**src/rtl/lc3_fetch_unit_if.sv**
```systemverilog
// Fetch-unit bus bundle: instruction-memory request/response, branch
// redirect and the decode-side valid/ready queue interface.
interface lc3_fetch_unit_if;
   logic [15:0] PC;
   logic        instrmem_rd;
   logic [15:0] instr_dout;
   logic        complete_instr;
   logic        br_taken;
   logic [15:0] taddr;
   logic        dec_ready;
   logic        dec_valid;
   logic [15:0] dec_instr;
   logic [15:0] dec_npc;

   // Fetch unit side
   modport master (
      output PC, instrmem_rd, dec_valid, dec_instr, dec_npc,
      input  instr_dout, complete_instr, br_taken, taddr, dec_ready
   );

   // Memory / decode / branch-unit side
   modport slave (
      input  PC, instrmem_rd, dec_valid, dec_instr, dec_npc,
      output instr_dout, complete_instr, br_taken, taddr, dec_ready
   );
endinterface

```
**src/rtl/lc3_fetch_unit.sv**
```systemverilog
// LC3 instruction fetch stage. Keeps at most one memory read outstanding,
// buffers returned instructions with their NPC in a small FIFO feeding
// decode, and redirects on br_taken. A redirect that lands mid-request
// parks in DROP so the bus stays stable until the stale read completes.
module lc3_fetch_unit #(
   parameter logic [15:0] RESET_PC = 16'h3000,
   parameter int          QDEPTH   = 2
) (
   input logic              clock,
   input logic              reset,
   lc3_fetch_unit_if.master bus
);

   localparam int PTR_W = (QDEPTH > 1) ? $clog2(QDEPTH) : 1;
   localparam int CNT_W = PTR_W + 1;
   localparam logic [CNT_W-1:0] FULL = CNT_W'(QDEPTH);

   typedef enum logic [1:0] {IDLE, WAIT, DROP} state_t;

   typedef struct packed {
      logic [15:0] instr;
      logic [15:0] npc;
   } entry_t;

   state_t           state_q, state_d;
   logic [15:0]      pc_q, pc_d;
   logic             rd_q, rd_d;
   logic [15:0]      redir_q, redir_d;
   logic [CNT_W-1:0] count_q, count_d;
   logic [PTR_W-1:0] rd_ptr_q, rd_ptr_d;
   logic [PTR_W-1:0] wr_ptr_q, wr_ptr_d;
   entry_t           mem_q [QDEPTH];
   entry_t           mem_d [QDEPTH];
   logic             dec_valid_q, dec_valid_d;
   logic [15:0]      dec_instr_q, dec_instr_d;
   logic [15:0]      dec_npc_q, dec_npc_d;

   logic             push, pop, credit;
   logic [15:0]      pc_plus1;
   entry_t           head_d;

   assign pc_plus1 = pc_q + 16'd1;

   // Queue update; a redirect flushes and discards any same-cycle push or pop.
   // Decode outputs are registered from the post-update head.
   always_comb begin
      push     = (state_q == WAIT) && bus.complete_instr && !bus.br_taken;
      pop      = dec_valid_q && bus.dec_ready && !bus.br_taken;
      mem_d    = mem_q;
      rd_ptr_d = rd_ptr_q;
      wr_ptr_d = wr_ptr_q;
      count_d  = count_q;
      if (bus.br_taken) begin
         rd_ptr_d = '0;
         wr_ptr_d = '0;
         count_d  = '0;
      end else begin
         if (push) begin
            mem_d[wr_ptr_q] = '{instr: bus.instr_dout, npc: pc_plus1};
            wr_ptr_d        = wr_ptr_q + PTR_W'(1);
         end
         if (pop) begin
            rd_ptr_d = rd_ptr_q + PTR_W'(1);
         end
         case ({push, pop})
            2'b10:   count_d = count_q + CNT_W'(1);
            2'b01:   count_d = count_q - CNT_W'(1);
            default: count_d = count_q;
         endcase
      end
      credit      = (count_d < FULL);
      head_d      = mem_d[rd_ptr_d];
      dec_valid_d = (count_d != '0);
      dec_instr_d = dec_valid_d ? head_d.instr : 16'h0000;
      dec_npc_d   = dec_valid_d ? head_d.npc   : 16'h0000;
   end

   // Fetch FSM next-state: request issue, completion, and redirect handling.
   always_comb begin
      state_d = state_q;
      pc_d    = pc_q;
      rd_d    = rd_q;
      redir_d = redir_q;
      case (state_q)
         IDLE: begin
            if (bus.br_taken) begin
               pc_d = bus.taddr;
            end
            state_d = credit ? WAIT : IDLE;
            rd_d    = credit;
         end
         WAIT: begin
            if (bus.complete_instr) begin
               pc_d    = bus.br_taken ? bus.taddr : pc_plus1;
               state_d = credit ? WAIT : IDLE;
               rd_d    = credit;
            end else if (bus.br_taken) begin
               // Keep PC/rd stable on the bus; remember where to go.
               redir_d = bus.taddr;
               state_d = DROP;
            end
         end
         DROP: begin
            if (bus.complete_instr) begin
               pc_d    = bus.br_taken ? bus.taddr : redir_q;
               state_d = WAIT;
               rd_d    = 1'b1;
            end else if (bus.br_taken) begin
               redir_d = bus.taddr;
            end
         end
         default: begin
            state_d = IDLE;
            rd_d    = 1'b0;
         end
      endcase
   end

   // Control state and registered outputs, with synchronous active-low reset.
   always_ff @(posedge clock) begin
      if (!reset) begin
         state_q     <= IDLE;
         pc_q        <= RESET_PC;
         rd_q        <= 1'b0;
         count_q     <= '0;
         rd_ptr_q    <= '0;
         wr_ptr_q    <= '0;
         dec_valid_q <= 1'b0;
         dec_instr_q <= 16'h0000;
         dec_npc_q   <= 16'h0000;
      end else begin
         state_q     <= state_d;
         pc_q        <= pc_d;
         rd_q        <= rd_d;
         count_q     <= count_d;
         rd_ptr_q    <= rd_ptr_d;
         wr_ptr_q    <= wr_ptr_d;
         dec_valid_q <= dec_valid_d;
         dec_instr_q <= dec_instr_d;
         dec_npc_q   <= dec_npc_d;
      end
   end

   // Queue storage and redirect target; contents are qualified by count/state.
   always_ff @(posedge clock) begin
      mem_q   <= mem_d;
      redir_q <= redir_d;
   end

   assign bus.PC          = pc_q;
   assign bus.instrmem_rd = rd_q;
   assign bus.dec_valid   = dec_valid_q;
   assign bus.dec_instr   = dec_instr_q;
   assign bus.dec_npc     = dec_npc_q;

endmodule

```
**src/flat_wrapper.sv**
```systemverilog
// flat-port wrapper written by rule: the top's interface ports become plain ports
module lc3_fetch_unit_flat 
#(
   parameter logic [15:0] RESET_PC = 16'h3000,
   parameter int          QDEPTH   = 2
)
  (clock, reset, bus_PC, bus_instrmem_rd, bus_dec_valid, bus_dec_instr, bus_dec_npc, bus_instr_dout, bus_complete_instr, bus_br_taken, bus_taddr, bus_dec_ready);
  lc3_fetch_unit_if bus_i ();
  input logic clock;
  input logic reset;
  output wire logic [$bits(bus_i.PC)-1:0] bus_PC;
  output wire logic [$bits(bus_i.instrmem_rd)-1:0] bus_instrmem_rd;
  output wire logic [$bits(bus_i.dec_valid)-1:0] bus_dec_valid;
  output wire logic [$bits(bus_i.dec_instr)-1:0] bus_dec_instr;
  output wire logic [$bits(bus_i.dec_npc)-1:0] bus_dec_npc;
  input wire logic [$bits(bus_i.instr_dout)-1:0] bus_instr_dout;
  input wire logic [$bits(bus_i.complete_instr)-1:0] bus_complete_instr;
  input wire logic [$bits(bus_i.br_taken)-1:0] bus_br_taken;
  input wire logic [$bits(bus_i.taddr)-1:0] bus_taddr;
  input wire logic [$bits(bus_i.dec_ready)-1:0] bus_dec_ready;
  assign bus_PC = bus_i.PC;
  assign bus_instrmem_rd = bus_i.instrmem_rd;
  assign bus_dec_valid = bus_i.dec_valid;
  assign bus_dec_instr = bus_i.dec_instr;
  assign bus_dec_npc = bus_i.dec_npc;
  assign bus_i.instr_dout = bus_instr_dout;
  assign bus_i.complete_instr = bus_complete_instr;
  assign bus_i.br_taken = bus_br_taken;
  assign bus_i.taddr = bus_taddr;
  assign bus_i.dec_ready = bus_dec_ready;
  lc3_fetch_unit #(.RESET_PC(RESET_PC), .QDEPTH(QDEPTH)) u_core (.clock(clock), .reset(reset), .bus(bus_i));
endmodule
```
**config.mk**
```make
export PLATFORM = sky130hd
export DESIGN_NAME = lc3_fetch_unit_flat
export DESIGN_NICKNAME = d
export VERILOG_FILES = /design/src/rtl/lc3_fetch_unit_if.sv /design/src/rtl/lc3_fetch_unit.sv /design/src/flat_wrapper.sv
export SDC_FILE = /design/constraint.sdc
export NUM_CORES = 1
export LEC_CHECK = 0
export ABC_AREA = 1
export CAP_MARGIN = 40
export CORE_ASPECT_RATIO = 1.2
export CORE_UTILIZATION = 35
export DETAILED_ROUTE_END_ITERATION = 16
export PLACE_DENSITY = 0.53
export SLEW_MARGIN = 20
export SYNTH_ARGS = -nofsm -noshare
export SYNTH_HDL_FRONTEND = slang
export SYNTH_SLANG_ARGS = --single-unit
```
**constraint.sdc**
```tcl
create_clock -name clock -period 3 [get_ports clock]
set_input_delay 0.6 -clock clock [delete_from_list [all_inputs] [get_ports clock]]
set_output_delay 0.6 -clock clock [all_outputs]
set_load 0.02 [all_outputs]
```
==> out/results.ini <==
[synth]
number_of_library_cell_types_mapped_by_synthesis=33
synth_sequential_area_ratio=0.5056
syn_area_per_cell_um2=7.582
netlist_instances=752
cell_type_contributing_the_most_total_cell_area_after_synthesis=dfxtp_1
post-synth-top-area-fraction=0.4213
post_synth_main_area_contributors=dfxtp_1 42%, nand2_1 18%, edfxtp_1 8.4%
postSynthNetCount=795
number_of_flip_flops_and_latches_in_the_synthesized_netlist=136
netlist_area_um2=5702
yosysWarningCount=0

[sta]
timing.fmax_mhz=398.6
hold_viol_final=0
setup-violations-final=0
slew_violations=0
fin_ws_ps=491.0
grt_setup_unrepaired=false
final_period_minus_worst_setup_slack_ps=2509
timing_worst_slew_pin_value_ps=456.9
relSlewSlack=0.6954
setup_total_negative_slack_ps=0
final.hold.worst_slack_ps=448.6
period_share=0.8363
worst_clk_skew_ps=8.083

[power]
ir_drop_mv=0.3236
leakage_uw=0.003111
cellPowerDensity_nw_per_um2=734.9
report.power.total_uw=5416

[place]
io_buffer_count=86
place.detailed.instances=1027
place_congestion=0.8156
place.detailed.hpwl_mm=10.13
place_ws_ps=65.58

[floorplanning]
floorplan.initialDensity=0.3617
die-width_um=118.5
die_area_um2=16810
coreArea_um2=15770
num_rows=50
fp.dieH_um=141.8
ios=87

[critical_path]
crit_required_ps=3350
worst_ep_arrival_time_ps=2860
worstSetupEndpointType=flip-flop
worstSetupStartpointType=input pin
path_class=input pin to flip-flop
critPathMaxFanout=9

[layout]
layout_common_cells=268 x nand2_1, 120 x dfxtp_1, 86 x clkdlybuf4s50_1, 71 x o21ai_1, 64 x a21oi_1
finish.net_count=881
area_growth_pct=29.25
mostFrequentLayoutCell=nand2_1
diodes=0
final_cell_count_no_fill=1059
post_route_cells_drive_above_1_share=0.09401

[min_path]
min-delay-path-class=flip-flop to flip-flop

[drt]
detail_route.wirelength_mm=15.11
dr_total_vias=4987
route.detailed.drc=0
wl_per_cell_um=14.27
detail_route.vias_per_cell=4.709
drt_pass1_iterations=6
detailedRoute.firstIterationViolations=331
route.antenna.remaining_nets=0

[global_routing]
antenna_found_initial=0
global_route.usage.total=0.1884
grt_remaining_overflow=0
grt_max_degree=45
grt_pass1_vias=4897
wire_length_of_the_first_global_routing_pass_mm=24.81

[clock_network]
clock_tree.buffer_depth=2
tritoncts=built
cts_root_buffer=clkbuf_16
cts_sinks=136
clk_pin_slew_ps=60
cts-hold-fix-buffers=0
clock_insertion_delay_worst_skew_ps=420
postCtsSetupBuffers=0
cts.repair.resized=0
ctsHtreeMaxLevel=4
cts_made_buffers=17

[status]
run_status=finished clean

[flow_run]
max_cap_violations=0

==> kinds of logic after synthesis <==
| kind of cell | synth area share |
|---|---|
| AOI/OAI and AO/OA | 0.1464 |
| xor gates and xnor gates | 0.01207 |
| adders and majority gates | 0.01317 |
| buffers and inverters | 0.07439 |
| DFF | 0.5056 |
| muxes | 0.001756 |
| and+or+nand+nor | 0.2467 |
==> synth_stat cells, drive strengths merged <==
cell type    n
nand2      274
edfxtp      16
clkinv       2
inv         56
a21oi       64
mux2i        1
a211oi       1
xor2         5
clkbuf      10
a221o        1
a21boi       2
dfxtp      120
and2         4
nand4        2
or2          6
nand3       13
buf         27
a31o         1
o21ai       93
xnor2        2
ha           6
nor3         1
nor2        45
==> final cells by class <==
class,instances,area [um2]
fill,1579,8396
tap,208,260.3
sequential,136,2883
inverter,58,217.7
clock buffer,27,566.8
multi-input combinational,521,2395
timing repair buffer,104,1021
clock inverter,5,26.28
==> routing by layer <==
metal	up-vias	part of all wire	GRT usage	wire [um]
met1	2264	0.47	0.2408	7111
met4	0	0.012	0.06462	188
li1	2576	-	-	-
met2	130	0.47	0.3149	7166
met3	17	0.042	0.04019	642
met5	-	0	0	0
==> worst max-delay path, stage by stage <==
cell             delay, ps
clkdlybuf4s50_1        560
nand2_2                110
nor2_4                 120
inv_1                   50
ha_1                   290
inv_1                   90
nand2_1                 70
nor2_1                 140
nor2_1                  70
nor2_1                  80
nand2_1                100
nor2_2                 130
nor2_2                  70
inv_2                  150
o21ai_1                 90
a21oi_1                120
==> worst paths after layout <==
| kind | start | slack, ps | to | cells after the start |
|---|---|---|---|---|
| min | u_core.mem_q[62]$_DFF_P_ | 450 | u_core.mem_q[62]$_DFF_P_ | 2 |
| max | bus_complete_instr | 490 | u_core.bus.dec_npc[11]$_SDFF_PN0_ | 16 |
| max reg2reg | u_core.state_q[1]$_SDFFE_PN0P_ | 620 | u_core.bus.dec_npc[11]$_SDFF_PN0_ | 17 |
| min reg2reg | u_core.mem_q[62]$_DFF_P_ | 450 | u_core.mem_q[62]$_DFF_P_ | 2 |
==> where the power goes <==
part | internal (uW) | total, uW | leakage, uW | switching, uW
combinational | 435 | 1060 | 0.00168 | 629
sequential | 2150 | 2300 | 0.00113 | 148
clock | 1290 | 2050 | 0.000299 | 761
total | 3880 | 5420 | 0.00311 | 1540
==> registers in the layout, indices dropped and copies added (netlist names) <==
| signal | cells |
|---|---|
| u_core.count_q | 2 |
| u_core.mem_q | 64 |
| u_core.bus.dec_npc | 16 |
| u_core.redir_q | 16 |
| u_core.bus.dec_instr | 16 |
| u_core.wr_ptr_q | 1 |
| u_core.bus.PC | 16 |
| u_core.bus.instrmem_rd | 1 |
| u_core.bus.dec_valid | 1 |
| u_core.state_q | 2 |
| u_core.rd_ptr_q | 1 |
==> stage by stage <==
step	util	cell area, um2
3_5_place_dp	0.4298	6777
6_report	0.4675	7370
2_1_floorplan	-	5702
3_3_place_gp	0.4298	6777
5_1_grt	0.4675	7370
4_1_cts	0.4675	7370
(Power assumes the default switching activity.)
